==> src/rtl/shift_add_multiplier_pkg.sv <==
// Shared constants for the sequential arithmetic units (multiplier, divider).
//   - Sequencer state encoding
//   - Iteration-counter width helper
package mult_pkg;

  localparam logic [1:0] IDLE = 2'd0;
  localparam logic [1:0] CALC = 2'd1;
  localparam logic [1:0] SIGN = 2'd2;
  localparam logic [1:0] DONE = 2'd3;

  // Counter must hold the value `width` itself, not just width-1.
  function automatic int cnt_width(input int width);
    return $clog2(width + 1);
  endfunction

endpackage

==> src/rtl/shift_add_multiplier_if.sv <==
// Handshake/operand bundle for shift_add_multiplier.
//   master: drives start, operands, signed_op; receives product, overflow, done, busy
//   slave : the multiplier side
interface shift_add_multiplier_if #(
  parameter int WIDTH = 8
);
  logic                 start;
  logic [WIDTH-1:0]     multiplicand;
  logic [WIDTH-1:0]     multiplier;
  logic                 signed_op;
  logic [2*WIDTH-1:0]   product;
  logic                 overflow;
  logic                 done;
  logic                 busy;

  modport master (
    output start, multiplicand, multiplier, signed_op,
    input  product, overflow, done, busy
  );

  modport slave (
    input  start, multiplicand, multiplier, signed_op,
    output product, overflow, done, busy
  );
endinterface

==> src/rtl/shift_add_multiplier_magnitude_sign_unit.sv <==
// Conditional two's-complement negate.
//   value  : operand
//   negate : 1 returns -value, 0 returns value unchanged
//   result : WIDTH-bit result
module magnitude_sign_unit #(
  parameter int WIDTH = 8
) (
  input  logic [WIDTH-1:0] value,
  input  logic             negate,
  output logic [WIDTH-1:0] result
);
  assign result = negate ? (~value + WIDTH'(1)) : value;
endmodule

==> src/rtl/shift_add_multiplier.sv <==
// Sequential shift-add multiplier, one partial product per clock.
// Signed operands are reduced to magnitudes, multiplied unsigned, then the
// sign is reapplied on the 2*WIDTH result.
//   clk : rising-edge clock
//   rst : asynchronous active-low reset
//   bus : slave side of shift_add_multiplier_if (start/operands in,
//         product/overflow/done/busy out)
//
// state | meaning
// IDLE  | waiting for start; zero operand short-circuits to DONE
// CALC  | one add/shift step per cycle, WIDTH steps
// SIGN  | apply sign to accumulator, compute overflow
// DONE  | result held until start is seen low
module shift_add_multiplier
  import mult_pkg::*;
#(
  parameter int WIDTH = 8
) (
  input  logic                 clk,
  input  logic                 rst,
  shift_add_multiplier_if.slave bus
);
  localparam int CW = cnt_width(WIDTH);
  localparam int PW = 2 * WIDTH;

  logic [1:0]       state_q, state_d;
  logic [CW-1:0]    cnt_q, cnt_d;
  logic [PW-1:0]    acc_q, acc_d;
  logic [WIDTH-1:0] mcand_q, mcand_d;
  logic [WIDTH-1:0] mplier_q, mplier_d;
  logic             neg_q, neg_d;
  logic             signed_q, signed_d;
  logic [PW-1:0]    product_q, product_d;
  logic             overflow_q, overflow_d;

  logic [WIDTH-1:0] a_mag, b_mag;
  logic [PW-1:0]    signed_prod;
  logic [WIDTH-1:0] addend;
  logic [WIDTH:0]   sum;
  logic [WIDTH:0]   prod_top;
  logic             ovf;

  magnitude_sign_unit #(.WIDTH(WIDTH)) u_mag_a (
    .value  (bus.multiplicand),
    .negate (bus.signed_op & bus.multiplicand[WIDTH-1]),
    .result (a_mag)
  );

  magnitude_sign_unit #(.WIDTH(WIDTH)) u_mag_b (
    .value  (bus.multiplier),
    .negate (bus.signed_op & bus.multiplier[WIDTH-1]),
    .result (b_mag)
  );

  magnitude_sign_unit #(.WIDTH(PW)) u_sign_fix (
    .value  (acc_q),
    .negate (neg_q),
    .result (signed_prod)
  );

  always_comb begin
    addend   = mplier_q[0] ? mcand_q : '0;
    // Carry out of the upper half lands in the top bit after the shift.
    sum      = {1'b0, acc_q[PW-1:WIDTH]} + {1'b0, addend};
    prod_top = signed_prod[PW-1:WIDTH-1];
    ovf      = signed_q ? !((&prod_top) || !(|prod_top))
                        : (|signed_prod[PW-1:WIDTH]);

    state_d    = state_q;
    cnt_d      = cnt_q;
    acc_d      = acc_q;
    mcand_d    = mcand_q;
    mplier_d   = mplier_q;
    neg_d      = neg_q;
    signed_d   = signed_q;
    product_d  = product_q;
    overflow_d = overflow_q;

    case (state_q)
      IDLE: begin
        if (bus.start) begin
          if (bus.multiplicand == '0 || bus.multiplier == '0) begin
            product_d  = '0;
            overflow_d = 1'b0;
            state_d    = DONE;
          end else begin
            mcand_d  = a_mag;
            mplier_d = b_mag;
            neg_d    = bus.signed_op & (bus.multiplicand[WIDTH-1] ^ bus.multiplier[WIDTH-1]);
            signed_d = bus.signed_op;
            acc_d    = '0;
            cnt_d    = CW'(WIDTH);
            state_d  = CALC;
          end
        end
      end
      CALC: begin
        acc_d    = {sum, acc_q[WIDTH-1:1]};
        mplier_d = {1'b0, mplier_q[WIDTH-1:1]};
        cnt_d    = cnt_q - CW'(1);
        if (cnt_q == CW'(1)) state_d = SIGN;
      end
      SIGN: begin
        product_d  = signed_prod;
        overflow_d = ovf;
        state_d    = DONE;
      end
      DONE: begin
        if (!bus.start) state_d = IDLE;
      end
      default: state_d = IDLE;
    endcase
  end

  always_ff @(posedge clk or negedge rst) begin
    if (!rst) begin
      state_q    <= IDLE;
      cnt_q      <= '0;
      acc_q      <= '0;
      mcand_q    <= '0;
      mplier_q   <= '0;
      neg_q      <= 1'b0;
      signed_q   <= 1'b0;
      product_q  <= '0;
      overflow_q <= 1'b0;
    end else begin
      state_q    <= state_d;
      cnt_q      <= cnt_d;
      acc_q      <= acc_d;
      mcand_q    <= mcand_d;
      mplier_q   <= mplier_d;
      neg_q      <= neg_d;
      signed_q   <= signed_d;
      product_q  <= product_d;
      overflow_q <= overflow_d;
    end
  end

  assign bus.product  = product_q;
  assign bus.overflow = overflow_q;
  assign bus.done     = (state_q == DONE);
  assign bus.busy     = (state_q == CALC) || (state_q == SIGN);
endmodule

==> src/flat_wrapper.sv <==
// flat-port wrapper written by rule: the top's interface ports become plain ports
module shift_add_multiplier_flat import mult_pkg::*;
#(
  parameter int WIDTH = 8
)
  (clk, rst, bus_start, bus_multiplicand, bus_multiplier, bus_signed_op, bus_product, bus_overflow, bus_done, bus_busy);
  shift_add_multiplier_if #(.WIDTH(WIDTH)) bus_i ();
  input  logic clk;
  input  logic rst;
  input wire logic [$bits(bus_i.start)-1:0] bus_start;
  input wire logic [$bits(bus_i.multiplicand)-1:0] bus_multiplicand;
  input wire logic [$bits(bus_i.multiplier)-1:0] bus_multiplier;
  input wire logic [$bits(bus_i.signed_op)-1:0] bus_signed_op;
  output wire logic [$bits(bus_i.product)-1:0] bus_product;
  output wire logic [$bits(bus_i.overflow)-1:0] bus_overflow;
  output wire logic [$bits(bus_i.done)-1:0] bus_done;
  output wire logic [$bits(bus_i.busy)-1:0] bus_busy;
  assign bus_i.start = bus_start;
  assign bus_i.multiplicand = bus_multiplicand;
  assign bus_i.multiplier = bus_multiplier;
  assign bus_i.signed_op = bus_signed_op;
  assign bus_product = bus_i.product;
  assign bus_overflow = bus_i.overflow;
  assign bus_done = bus_i.done;
  assign bus_busy = bus_i.busy;
  shift_add_multiplier #(.WIDTH(WIDTH)) u_core (.clk(clk), .rst(rst), .bus(bus_i));
endmodule
==> config.mk <==
export PLATFORM = sky130hd
export DESIGN_NAME = shift_add_multiplier_flat
export DESIGN_NICKNAME = d
export VERILOG_FILES = /design/src/rtl/shift_add_multiplier_pkg.sv /design/src/rtl/shift_add_multiplier_if.sv /design/src/rtl/shift_add_multiplier_magnitude_sign_unit.sv /design/src/rtl/shift_add_multiplier.sv /design/src/flat_wrapper.sv
export SDC_FILE = /design/constraint.sdc
export NUM_CORES = 1
export LEC_CHECK = 0
export ABC_AREA = 1
export CAP_MARGIN = 40
export CORE_MARGIN = 1
export CORE_UTILIZATION = 45
export DETAILED_ROUTE_END_ITERATION = 6
export PLACE_DENSITY = 0.66
export SETUP_SLACK_MARGIN = 0.3
export SLEW_MARGIN = 20
export SYNTH_ARGS = -nofsm -noshare
export SYNTH_HDL_FRONTEND = slang
export SYNTH_SLANG_ARGS = --single-unit
==> constraint.sdc <==
create_clock -name clk -period 2.9 [get_ports clk]
set_input_delay 0.58 -clock clk [delete_from_list [all_inputs] [get_ports clk]]
set_output_delay 0.58 -clock clk [all_outputs]
set_load 0.05 [all_outputs]
# Yosys cells after proc, flatten, opt, wreduce, memory -nomap -nowiden
# Cells that the tools add are included.
# op_classes
magnitude_cmp	0
n_shift	0
n_bitwise	8
n_reduce_logical	17
mul	0
mux	25
n_addsub	5
n_div	0
eq_ne	9
# ops
op	n
2-to-1 mux 16 bit	5
one-hot mux 16 bit (2 select lines)	2
2-to-1 mux 8 bit	5
adder 16 x 1 -> 16 bit, second input constant	1
adder 8 x 1 -> 8 bit, second input constant	2
logical NOT 8 bit	2
inverter 16 bit	1
inverter 8 bit	2
one-hot mux 8 bit (2 select lines)	1
AND reduction 3 bit	4
adder 8 x 8 -> 9 bit	1
AND reduction 9 bit	1
OR reduction 9 bit	1
2-to-1 mux 2 bit	4
2-to-1 mux 4 bit	2
one-hot mux 2 bit (4 select lines)	1
one-hot mux 4 bit (2 select lines)	1
OR reduction 8 bit	1
!= test 2 bit, second input constant	3
equality test 2 bit, second input constant	2
equality test 4 x 1 -> 1 bit, second input constant	1
!= test 2 x 1 -> 1 bit, second input constant	2
nonzero test 2 bit	2
subtractor 4 x 1 -> 4 bit, second input constant	1
other kinds (9)	16
# word_totals
ramBits	0
in_bits	20
latch_bits	0
mem_bits_ro	0
out_inout_bits	19
elab_cells	73
memories	0
reg_bits	57

# Longest topological paths before layout
# Gate-level depths: netlist of run 1.
# depth
depth_word	9
mapped_depth	13
depth_no_buf	13

# Cells and area by module
# A second synthesis of run 1 with hierarchy kept.
# hier_totals
hier_cells	579
area_unflattened_um2	4010.1
# modules_own_cells
module	seq_area_each_um2	area_per_inst_um2	n_inst	cells_each
shift_add_multiplier	1426.4	3171.8	1	412
magnitude_sign_unit at u_core.u_sign_fix	0.0	447.9	1	89
magnitude_sign_unit at u_core.u_mag_a ...	0.0	195.2	2	39

# Worst setup path after synthesis of run 1
# No wires, ideal clock.
# synth_path
path_type	flip-flop to flip-flop
from	reg u_core.mplier_q[0]
to	reg u_core.acc_q[15]
setup_slack_ns	0.793
path_buffers	1
arrival_time_ns	2.025
stages_incl_launch_ff	14
setup_time_ns	0.083
path_cell_list	dfrtp_1 > clkbuf_1 > nand2_1 > inv_1 > ha_1 > inv_1 > fa_1 > o21ai_0 > a21oi_1 > o21bai_1 > nand2_1 > nand2_1 > a21oi_1 > o21ai_0
# synth_between
elab_chain_cells	3
# synth_rtl
item	line	rtl
from (decl)	shift_add_multiplier.sv:30	logic [WIDTH-1:0] mplier_q, mplier_d;
from (signal assigned)	shift_add_multiplier.sv:131	mplier_q <= mplier_d;
2-to-1 mux 8 bit	shift_add_multiplier.sv:62	addend = mplier_q[0] ? mcand_q : '0;
adder 8 x 8 -> 9 bit	shift_add_multiplier.sv:64	sum = {1'b0, acc_q[PW-1:WIDTH]} + {1'b0, addend};
one-hot mux 16 bit (2 select lines)	shift_add_multiplier.sv:79	case (state_q)
to (signal assigned)	shift_add_multiplier.sv:119	acc_q <= '0;
to (signal assigned)	shift_add_multiplier.sv:129	acc_q <= acc_d;
to (decl)	shift_add_multiplier.sv:28	logic [PW-1:0] acc_q, acc_d;
# Every way passes these cells.
# A chain may end at the register's enable or synchronous reset.

# Worst setup path after layout of run 1
# layout_path
from	reg u_core.state_q[1]
to	out bus_busy
# layout_between
elab_chain_cells	2
# layout_rtl
item	line	rtl
from (decl)	shift_add_multiplier.sv:26	logic [1:0] state_q, state_d;
from (signal assigned)	shift_add_multiplier.sv:127	state_q <= state_d;
equality test 2 x 1 -> 1 bit / equality test 2 bit (equally long branches)	shift_add_multiplier.sv:142	assign bus.busy = (state_q == CALC) || (state_q == SIGN);
logical OR 1 bit *	shift_add_multiplier.sv:142	
to (decl)	flat_wrapper.sv:17	output wire logic [$bits(bus_i.busy)-1:0] bus_busy;
# Every way passes the cells marked *; elsewhere a longest branch is shown, timed or not.

==> results.toml, run 1 <==
[status]
status = "finished, final reports clean"

[placed_design]
hpwl_mm = 5.42
portBuffers = 38
gp_congestion = 0.876
dp_cells = 580

[layout]
utilization_pct = 56.0
stdcell_count = 596
n_antenna_cell = 0
nets = 530
syn_to_final_growth_pct = 18.3
drive_above_1_share_pct = 7.04

[yosys]
yosysUniqueCellTypes = 34
muxShareOfSynthArea_pct = 0
yosys.area_share.simple_pct = 24.0
synth-seq-area-share_pct = 40.7
synthAdderAreaFrac_pct = 6.64
yosys_warnings = 0
syn_area_per_cell_um2 = 7.79
synth_top_family_by_area = "simple AND/OR/NAND/NOR gates"
syn-cell-area_mm2 = 0.00351
ys_ff_latch = 57
synth_nets = 488
synth_compound_area_share_pct = 14.6
synthXorXnorAreaFrac_pct = 4.99
synth_cells = 450

[clocking]
cts_tree = "done"
clk_path_buf_depth = 2
cts.clk_slew.worst_paths_ns = 0.07
worst_skew_pair.late_latency_ns = 0.33
cts_hold_buf = 0
cts_resized = 0
ctsRootBufferMaster = "clkbuf_8"
postCtsSetupRepairBufs = 0
numClockSinks = 57
numCtsBuffers = 9
htree_num_levels = 3

[routing]
antenna_left = 0
drtIter0Drc = 110
vias = 2958
drt-vias-per-instance = 4.96
finalWirelength_mm = 6.97
wl_per_cell_um = 11.7
first_pass_iters = 4
drc = 0

[global_routing]
gr-usage-met1_pct = 24.1
grt_pass1_vias = 2758
grt_busiest_layer = "met2"
use_met2_pct = 31.2
grt_use_met3_pct = 2.86
grt_overflow_total = 0
grt_start_max_net_pins = 58
track_usage_pct = 18.7
grt_pass1_wl_mm = 12.3
antenna_found_initial = 0

[sta]
worstMarginPinSlew_ns = 0.704
slew_violations = 0
max_freq_mhz = 396
finalSetupViolCount = 0
fin_skew_ns = 0.0103
rsz0062_at_grt = "false"
hold_viol = 0
period_needed_ns = 2.53
max_slew_margin_pct = 53.1
fin_setup_tns_ns = 0
min_period_over_period_pct = 87.1

[flow_run]
max_cap_violations = 0

[critical_path]
cp.required_ns = 2.32
arrival_ns = 1.95
critical_path.startpoint_type = "flip-flop"
cp_max_fo = 4
end_kind = "output port"
setup.worst_path.class = "flip-flop to output port"

[floorplanning]
ios = 39
die_y_um = 90.3
die_area_mm2 = 0.00815
rows = 31
start_util_pct = 47.3
die_x_um = 90.3
core_mm2 = 0.00741

[power]
p_leak_nw = 2.10
ir_drop_mv = 0.371
power.total_mw = 4.25
p_per_area_mw_per_mm2 = 1030

[worst_hold_path]
min_path_type = "input port to async pin"
==> cell usage in the layout, fill, tap and decap left out, types with 2 or more instances in the layout <==
master and instances:
a21oi_1 12, a22o_1 7, buf_4 3, bufinv_16 2, clkbuf_8 10, clkdlybuf4s50_1 37, clkinv_2 2, dfrtp_1 57
ha_1 17, inv_1 53, inv_2 3, nand2_1 120, nand2_2 3, nand2_4 2, nand3_1 22, nand4_1 3
nor2_1 46, nor3_1 4, o211ai_1 2, o21ai_0 36, o21ai_1 3, o21ai_2 4, o22ai_1 15, or2_1 2
xnor2_1 5, xor2_1 15
==> report_power, final <==
group	switching, mW	total, mW	internal (mW)
Combinational	1.39	2.15	0.762
Clock	0.325	0.831	0.506
Sequential	0.224	1.27	1.05
Total	1.94	4.25	2.32
==> per-stage QoR <==
step / hold slack (ns) / instance area (um2) / worst slack (ns)
floorplan: 0.284 / 3510 / 0.793
global placement: 0.463 / 3930 / 0.305
detailed placement: 0.463 / 3930 / 0.226
CTS: 0.397 / 4150 / 0.351
global route: 0.424 / 4150 / 0.301
finish: 0.375 / 4150 / 0.375
==> state kept, by name, summed over array words and instances, names as in the netlist <==
| register | flops |
|---|---|
| u_core.mplier_q | 8 |
| u_core.neg_q | 1 |
| u_core.state_q | 2 |
| u_core.acc_q | 16 |
| u_core.bus.product | 16 |
| u_core.mcand_q | 8 |
| u_core.bus.overflow | 1 |
| u_core.signed_q | 1 |
| u_core.cnt_q | 4 |
==> critical path, cell delays in order, from the launching register on <==
cell	delay (ns)
dfrtp_1	0.41
inv_1	0.09
ha_1	0.31
clkdlybuf4s50_1	0.81
==> cell usage after synthesis (all sizes together) <==
| master | number | area [um2] |
|---|---|---|
| fa | 1 | 20.0 |
| o21bai | 1 | 7.51 |
| xor2 | 15 | 131 |
| inv | 57 | 219 |
| o211ai | 2 | 15.0 |
| o22ai | 16 | 106 |
| nor2 | 46 | 173 |
| or2 | 2 | 12.5 |
| xnor2 | 5 | 43.8 |
| clkbuf | 2 | 7.51 |
| nand4 | 3 | 18.8 |
| a21oi | 12 | 60.1 |
| nand2 | 125 | 492 |
| nor3b | 1 | 7.51 |
| ha | 17 | 213 |
| nor3 | 4 | 20.0 |
| a22o | 7 | 61.3 |
| o21ai | 44 | 246 |
| a31oi | 1 | 6.26 |
| buf | 8 | 92.6 |
| o31ai | 1 | 7.51 |
| dfrtp | 57 | 1430 |
| nand3 | 23 | 120 |
==> worst paths after layout <==
| kind | depth (start not counted) | slack [ns] | to | start |
|---|---|---|---|---|
| worst max-delay path | 3 | 0.37 | bus_busy | u_core.state_q[1] |
| worst min register to register | 2 | 0.48 | u_core.bus.overflow | u_core.bus.overflow |
| min in group clk | 2 | 0.48 | u_core.bus.overflow | u_core.bus.overflow |
| max in group asynchronous | 2 | 2.05 | u_core.state_q[1] | rst |
| worst min-delay path | 2 | 0.37 | u_core.bus.product[11] | rst |
| worst max register to register | 12 | 0.55 | u_core.acc_q[15] | u_core.mplier_q[0] |
==> cells by family (layout without fill, tap and decap cells) <==
family | count (synthesis) | count (layout)
compound gates | 84 | 84
buf+inv | 67 | 114
flops | 57 | 57
xor+xnor | 20 | 20
fa+ha+maj | 18 | 18
simple gates | 204 | 204
==> per-layer routing <==
| layer | part of all wire, % | wire, um | vias up |
|---|---|---|---|
| li1 | - | - | 1547 |
| met1 | 48 | 3360 | 1335 |
| met3 | 3.6 | 253 | 6 |
| met4 | 0.90 | 63 | 0 |
| met5 | 0 | 0 | - |
| met2 | 47 | 3290 | 70 |
==> area by class of cell <==
cell class              instances  area, um2
repair buffers                 41        398
fillers                       709       3260
well taps                      99        124
clock inverters                 5       78.8
clock buffers                  11        141
multi-input cells             326       1760
flip-flops and latches         57       1430
inverters                      57        219
No activity file was read; power rests on OpenSTA's default activity.
==> run 2: changes to the inputs <==
DONT_BUFFER_PORTS = 1   (was default)
PLACE_DENSITY = default   (was 0.66)
==> run 2 against run 1 <==
- first-iteration DRC count down 12%
- register-to-register slack gained 0.15 ns
- critical path type is now flip-flop to flip-flop
- die area stayed put
- clock skew shrank 0.0020 ns
- highest routed layer unchanged
==> results.toml, run 2 (same netlist as run 1, synthesis figures left out) <==
[floorplanning]
start_util_pct = 47.3
rows = 31
die_area_mm2 = 0.00815
die_x_um = 90.3
ios = 39
die_y_um = 90.3
core_mm2 = 0.00741

[routing]
finalWirelength_mm = 7.10
drtIter0Drc = 97
first_pass_iters = 4
antenna_left = 0
wl_per_cell_um = 12.8
drt-vias-per-instance = 5.05
vias = 2807
drc = 0

[sta]
fin_skew_ns = 0.00824
fin_setup_tns_ns = 0
period_needed_ns = 2.20
rsz0062_at_grt = "false"
finalSetupViolCount = 0
slew_violations = 0
min_period_over_period_pct = 75.9
max_freq_mhz = 454
worstMarginPinSlew_ns = 0.580
max_slew_margin_pct = 61.3
hold_viol = 0
worst_slack_ns = 0.698

[critical_path]
crit_chain = "inv_1 > ha_1 > inv_1 > o21ai_4 > buf_4 > nand3_1 > o22ai_1"
critical_path.startpoint_type = "flip-flop"
critPathLaunch = "u_core.state_q[1]"
max_stage_delay_ns = 0.49
crit_top_cell = "inv_1"
timing.rr.start = "u_core.state_q[1]"
setup.worst_path.class = "flip-flop to flip-flop"
ff2ff_path_depth = 7
worst_path_max_delay_cell = "o21ai_4"
cp_max_fo = 16
reg2reg_slack_ns = 0.70
arrival_ns = 2.46
end_kind = "flip-flop"
cp.required_ns = 3.16

[flow_run]
max_cap_violations = 0

[clocking]
numClockSinks = 57
worst_skew_pair.late_latency_ns = 0.34
htree_num_levels = 3
numCtsBuffers = 9
postCtsSetupRepairBufs = 0
cts.clk_slew.worst_paths_ns = 0.07
cts_tree = "done"
ctsRootBufferMaster = "clkbuf_8"
clk_path_buf_depth = 2

[placed_design]
portBuffers = 0
hpwl_mm = 5.34
dp_slack_ns = 0.657
placedInstanceArea_mm2 = 0.00354
dp_cells = 540
gp_congestion = 0.809

[layout]
syn_to_final_growth_pct = 7.24
drive_above_1_share_pct = 7.00
n_fill_cell = 738
multiInputGateArea_mm2 = 0.00176
regArea_mm2 = 0.00143
n_antenna_cell = 0
fin_area_mm2 = 0.00376
nets = 491
layout.cells.most_common_list = "120 x nand2_1, 57 x dfrtp_1, 53 x inv_1"
final_common_cell = "nand2_1"
stdcell_count = 556

[power]
p_per_area_mw_per_mm2 = 1070
p_leak_nw = 1.95
ir_drop_mv = 0.343

[global_routing]
grt_overflow_total = 0
track_usage_pct = 19.8
antenna_found_initial = 0
grt_pass1_vias = 2762
grt_pass1_wl_mm = 12.9
grt_start_max_net_pins = 58

[worst_hold_path]
min_path_type = "input port to async pin"

[status]
status = "finished, final reports clean"
run 2: cell types whose count changed in the layout (fill, tap and decap cells not counted), sizes merged:
cell / delta
clkbuf: +1
buf: -2
clkinv: -1
clkdlybuf4s50: -37
bufinv: -1
run 2: worst paths after layout:
| path | end |
|---|---|
| max | u_core.acc_q[13] |
| min | u_core.bus.product[8] |
| max reg2reg | u_core.acc_q[13] |
| min reg2reg | u_core.mcand_q[0] |
| max in group asynchronous | u_core.mplier_q[6] |
| min in group clk | u_core.signed_q |
run 2: critical path, delay by kind of cell (launching register included):
family / cells / cell delay (ns)
buf+inv: 3 / 0.68
compound gates: 2 / 0.60
flops: 1 / 0.41
fa+ha+maj: 1 / 0.33
simple gates: 1 / 0.09
run 2: what timing repair did:
item | CTS | global route
setup endpoints to repair | 0 | 1
endpoints found under the hold margin | 57 | 0
hold buffers | 1 | 0
resized for setup | 0 | 1
run 2: routing by layer:
layer  global-route usage [%]  share of wire [%]
met5                        0                  0
met4                     8.87                1.3
met3                     4.55                5.0
met2                     31.2                 45
met1                     26.0                 48
run 2: area by class of cell:
cell class / instances / share of cell area, %
clock inverters: 3 / 1.06
repair buffers: 2 / 0.931
flip-flops and latches: 57 / 37.9
multi-input cells: 326 / 46.8
inverters: 57 / 5.82
clock buffers: 12 / 4.13
well taps: 99 / 3.29
run 2: stage by stage:
stage	hold slack [ns]	total power [mW]	utilization (%)
3_3_place_gp	0.286	3.26	47.8
5_1_grt	0.105	4.42	50.8
2_1_floorplan	0.284	3.02	-
4_1_cts	0.107	4.07	50.8
6_report	0.0935	4.03	50.8
3_5_place_dp	0.285	3.28	47.8
run 2: where the power goes:
| part | switching, mW | internal (mW) | leakage, nW | total, mW |
|---|---|---|---|---|
| Sequential | 0.393 | 1.05 | 0.755 | 1.44 |
| Clock | 0.316 | 0.436 | 0.102 | 0.753 |
| Combinational | 1.20 | 0.637 | 1.09 | 1.84 |
| Total | 1.91 | 2.12 | 1.95 | 4.03 |
==> run 3: changes to the inputs <==
clock period = 2.28 ns   (was 2.9 ns; I/O delays follow)
==> run 3 against run 2 <==
- first-iteration DRC count rose by 23%
- global-route usage down 0.38 points
- routed wire length up 1.3%
- clock skew fell by 0.0018 ns
- flip-flop and latch count did not move
- sequential power up 26%
- combinational power grew 39%
- count of clock-buffer cells in the layout grew 2
- non-clock buffer count rose by 12
- largest cell class unchanged
==> results.toml, run 3 (same netlist as run 1, synthesis figures left out) <==
[global_routing]
grt_overflow_total = 0
antenna_found_initial = 0
grt_pass1_vias = 2730
grt_pass1_wl_mm = 12.4
grt_start_max_net_pins = 58
track_usage_pct = 19.4

[layout]
fin_area_mm2 = 0.00389
drive_above_1_share_pct = 11.7
final_common_cell = "nand2_1"
n_antenna_cell = 0
layout.cells.most_common_list = "119 x nand2_1, 56 x dfrtp_1, 52 x inv_1"
syn_to_final_growth_pct = 11.0
nets = 503
n_fill_cell = 740

[clocking]
cts_tree = "done"
cts.clk_slew.worst_paths_ns = 0.06
clk_path_buf_depth = 2
numCtsBuffers = 9
worst_skew_pair.late_latency_ns = 0.34
numClockSinks = 57
htree_num_levels = 3
ctsRootBufferMaster = "clkbuf_8"

[power]
clkPwrFrac_pct = 17.2
p_sw_mw = 2.48
p_sw_share_pct = 47.0
pwr-share-seq_pct = 34.5
p_per_area_mw_per_mm2 = 1360
combPwrFrac_pct = 48.3
intPower_mw = 2.79
p_leak_nw = 2.00
ir_drop_mv = 0.406

[worst_hold_path]
hold_depth = 2
hold_start = "bus_signed_op"
min_path_type = "input port to flip-flop"
min_to = "u_core.signed_q"

[sta]
whs_ns = 0.252
max_slew_margin_pct = 60.3
rsz0062_at_grt = "true"
worstMarginPinSlew_ns = 0.593
finalSetupViolCount = 0
min_period_over_period_pct = 82.2
hold_viol = 0
max_freq_mhz = 534
fin_setup_tns_ns = 0
period_needed_ns = 1.87
fin_skew_ns = 0.00643
slew_violations = 0

[floorplanning]
die_x_um = 90.3
die_area_mm2 = 0.00815
die_y_um = 90.3
core_mm2 = 0.00741
rows = 31
ios = 39
start_util_pct = 47.3

[critical_path]
setup.worst_path.class = "flip-flop to flip-flop"
arrival_ns = 2.14
ff2ff_path_depth = 12
reg2reg_slack_ns = 0.41
r2r_end = "u_core.acc_q[15]"
end_kind = "flip-flop"
cp_max_fo = 7
cp.required_ns = 2.54
critical_path.startpoint_type = "flip-flop"
timing.rr.start = "u_core.mplier_q[0]"

[placed_design]
placedInstanceArea_mm2 = 0.00358
hpwl_mm = 5.38
gp_congestion = 0.792
portBuffers = 0

[routing]
antenna_left = 0
first_pass_iters = 4
finalWirelength_mm = 7.19
drc = 0
drt-vias-per-instance = 5.04
wl_per_cell_um = 12.6
vias = 2868
drtIter0Drc = 119

[flow_run]
max_cap_violations = 0

[status]
status = "finished, final reports clean"
run 3: cell count changes in the layout (fill, tap and decap cells not counted), sizes merged:
| cell | delta |
|---|---|
| buf | +11 |
| clkbuf | +2 |
| bufinv | -1 |
| dlygate4sd3 | +1 |
run 3: metal layers:
metal / up-vias / share of wire, % / GRT usage [%]
li1: 1493 / - / -
met1: 1296 / 49 / 24.7
met2: 70 / 45 / 30.9
met3: 9 / 3.9 / 5.22
met4: 0 / 1.7 / 8.87
met5: - / 0 / 0
run 3: timing repair:
item / 4_1_cts / 5_1_grt
hold endpoints to repair: 57 / 0
endpoints found under the setup margin: 2 / 28
hold buffers: 2 / 0
gates resized for setup: 2 / 13
buffers inserted: 2 / 4
cloned: 0 / 0
pin swaps: 1 / 2
run 3: critical path: stages, from the launching register on:
cell and delay [ns]:
dfrtp_2 0.41, nand2_1 0.06, inv_1 0.05, ha_2 0.17, inv_2 0.04, fa_2 0.35, o21ai_2 0.16, a21oi_2 0.07
o21bai_1 0.17, nand2_1 0.09, nand2_1 0.06, a21oi_1 0.05, o21ai_1 0.10
run 3: area by class of cell:
class | instances | area, um2 | area share [%]
Clock buffer | 14 | 183 | 4.69
Tap cell | 99 | 124 | 3.18
Sequential cell | 57 | 1430 | 36.7
Clock inverter | 2 | 10.0 | 0.257
Timing Repair Buffer | 14 | 131 | 3.38
Inverter | 57 | 219 | 5.63
Multi-Input combinational cell | 326 | 1800 | 46.2
run 3: per-stage QoR:
| stage | setup slack, ns | instances | utilization, % | total power [mW] |
|---|---|---|---|---|
| final | 0.407 | 569 | 52.5 | 5.28 |
| after global routing | 0.263 | 569 | 52.5 | 5.76 |
| after CTS | 0.313 | 565 | 51.6 | 5.21 |
| after detailed placement | 0.167 | 545 | 48.3 | 4.24 |
| after global placement | 0.224 | 545 | 48.3 | 4.19 |
| after floorplan | 0.338 | 450 | - | 3.84 |
run 3: power by group through the flow:
stage,combinational [mW],clock [mW],sequential (mW)
3_5_place_dp,2.40,0,1.84
6_report,2.55,0.908,1.82
2_1_floorplan,2.12,0,1.72
4_1_cts,2.46,0.932,1.82
3_3_place_gp,2.37,0,1.82
5_1_grt,2.90,0.986,1.87
run 3: how the worst max path moves through the flow:
| stage | start | end | slack, ns | depth (start not counted) |
|---|---|---|---|---|
| 2_1_floorplan | u_core.mplier_q[0] | u_core.acc_q[15] | 0.34 | 13 |
| 3_3_place_gp | u_core.mplier_q[0] | u_core.acc_q[15] | 0.22 | 12 |
| 3_5_place_dp | u_core.mplier_q[0] | u_core.acc_q[15] | 0.17 | 12 |
| 4_1_cts | u_core.state_q[0] | u_core.acc_q[13] | 0.31 | 9 |
| 5_1_grt | u_core.mplier_q[0] | u_core.acc_q[15] | 0.26 | 12 |
| 6_report | u_core.mplier_q[0] | u_core.acc_q[15] | 0.41 | 12 |
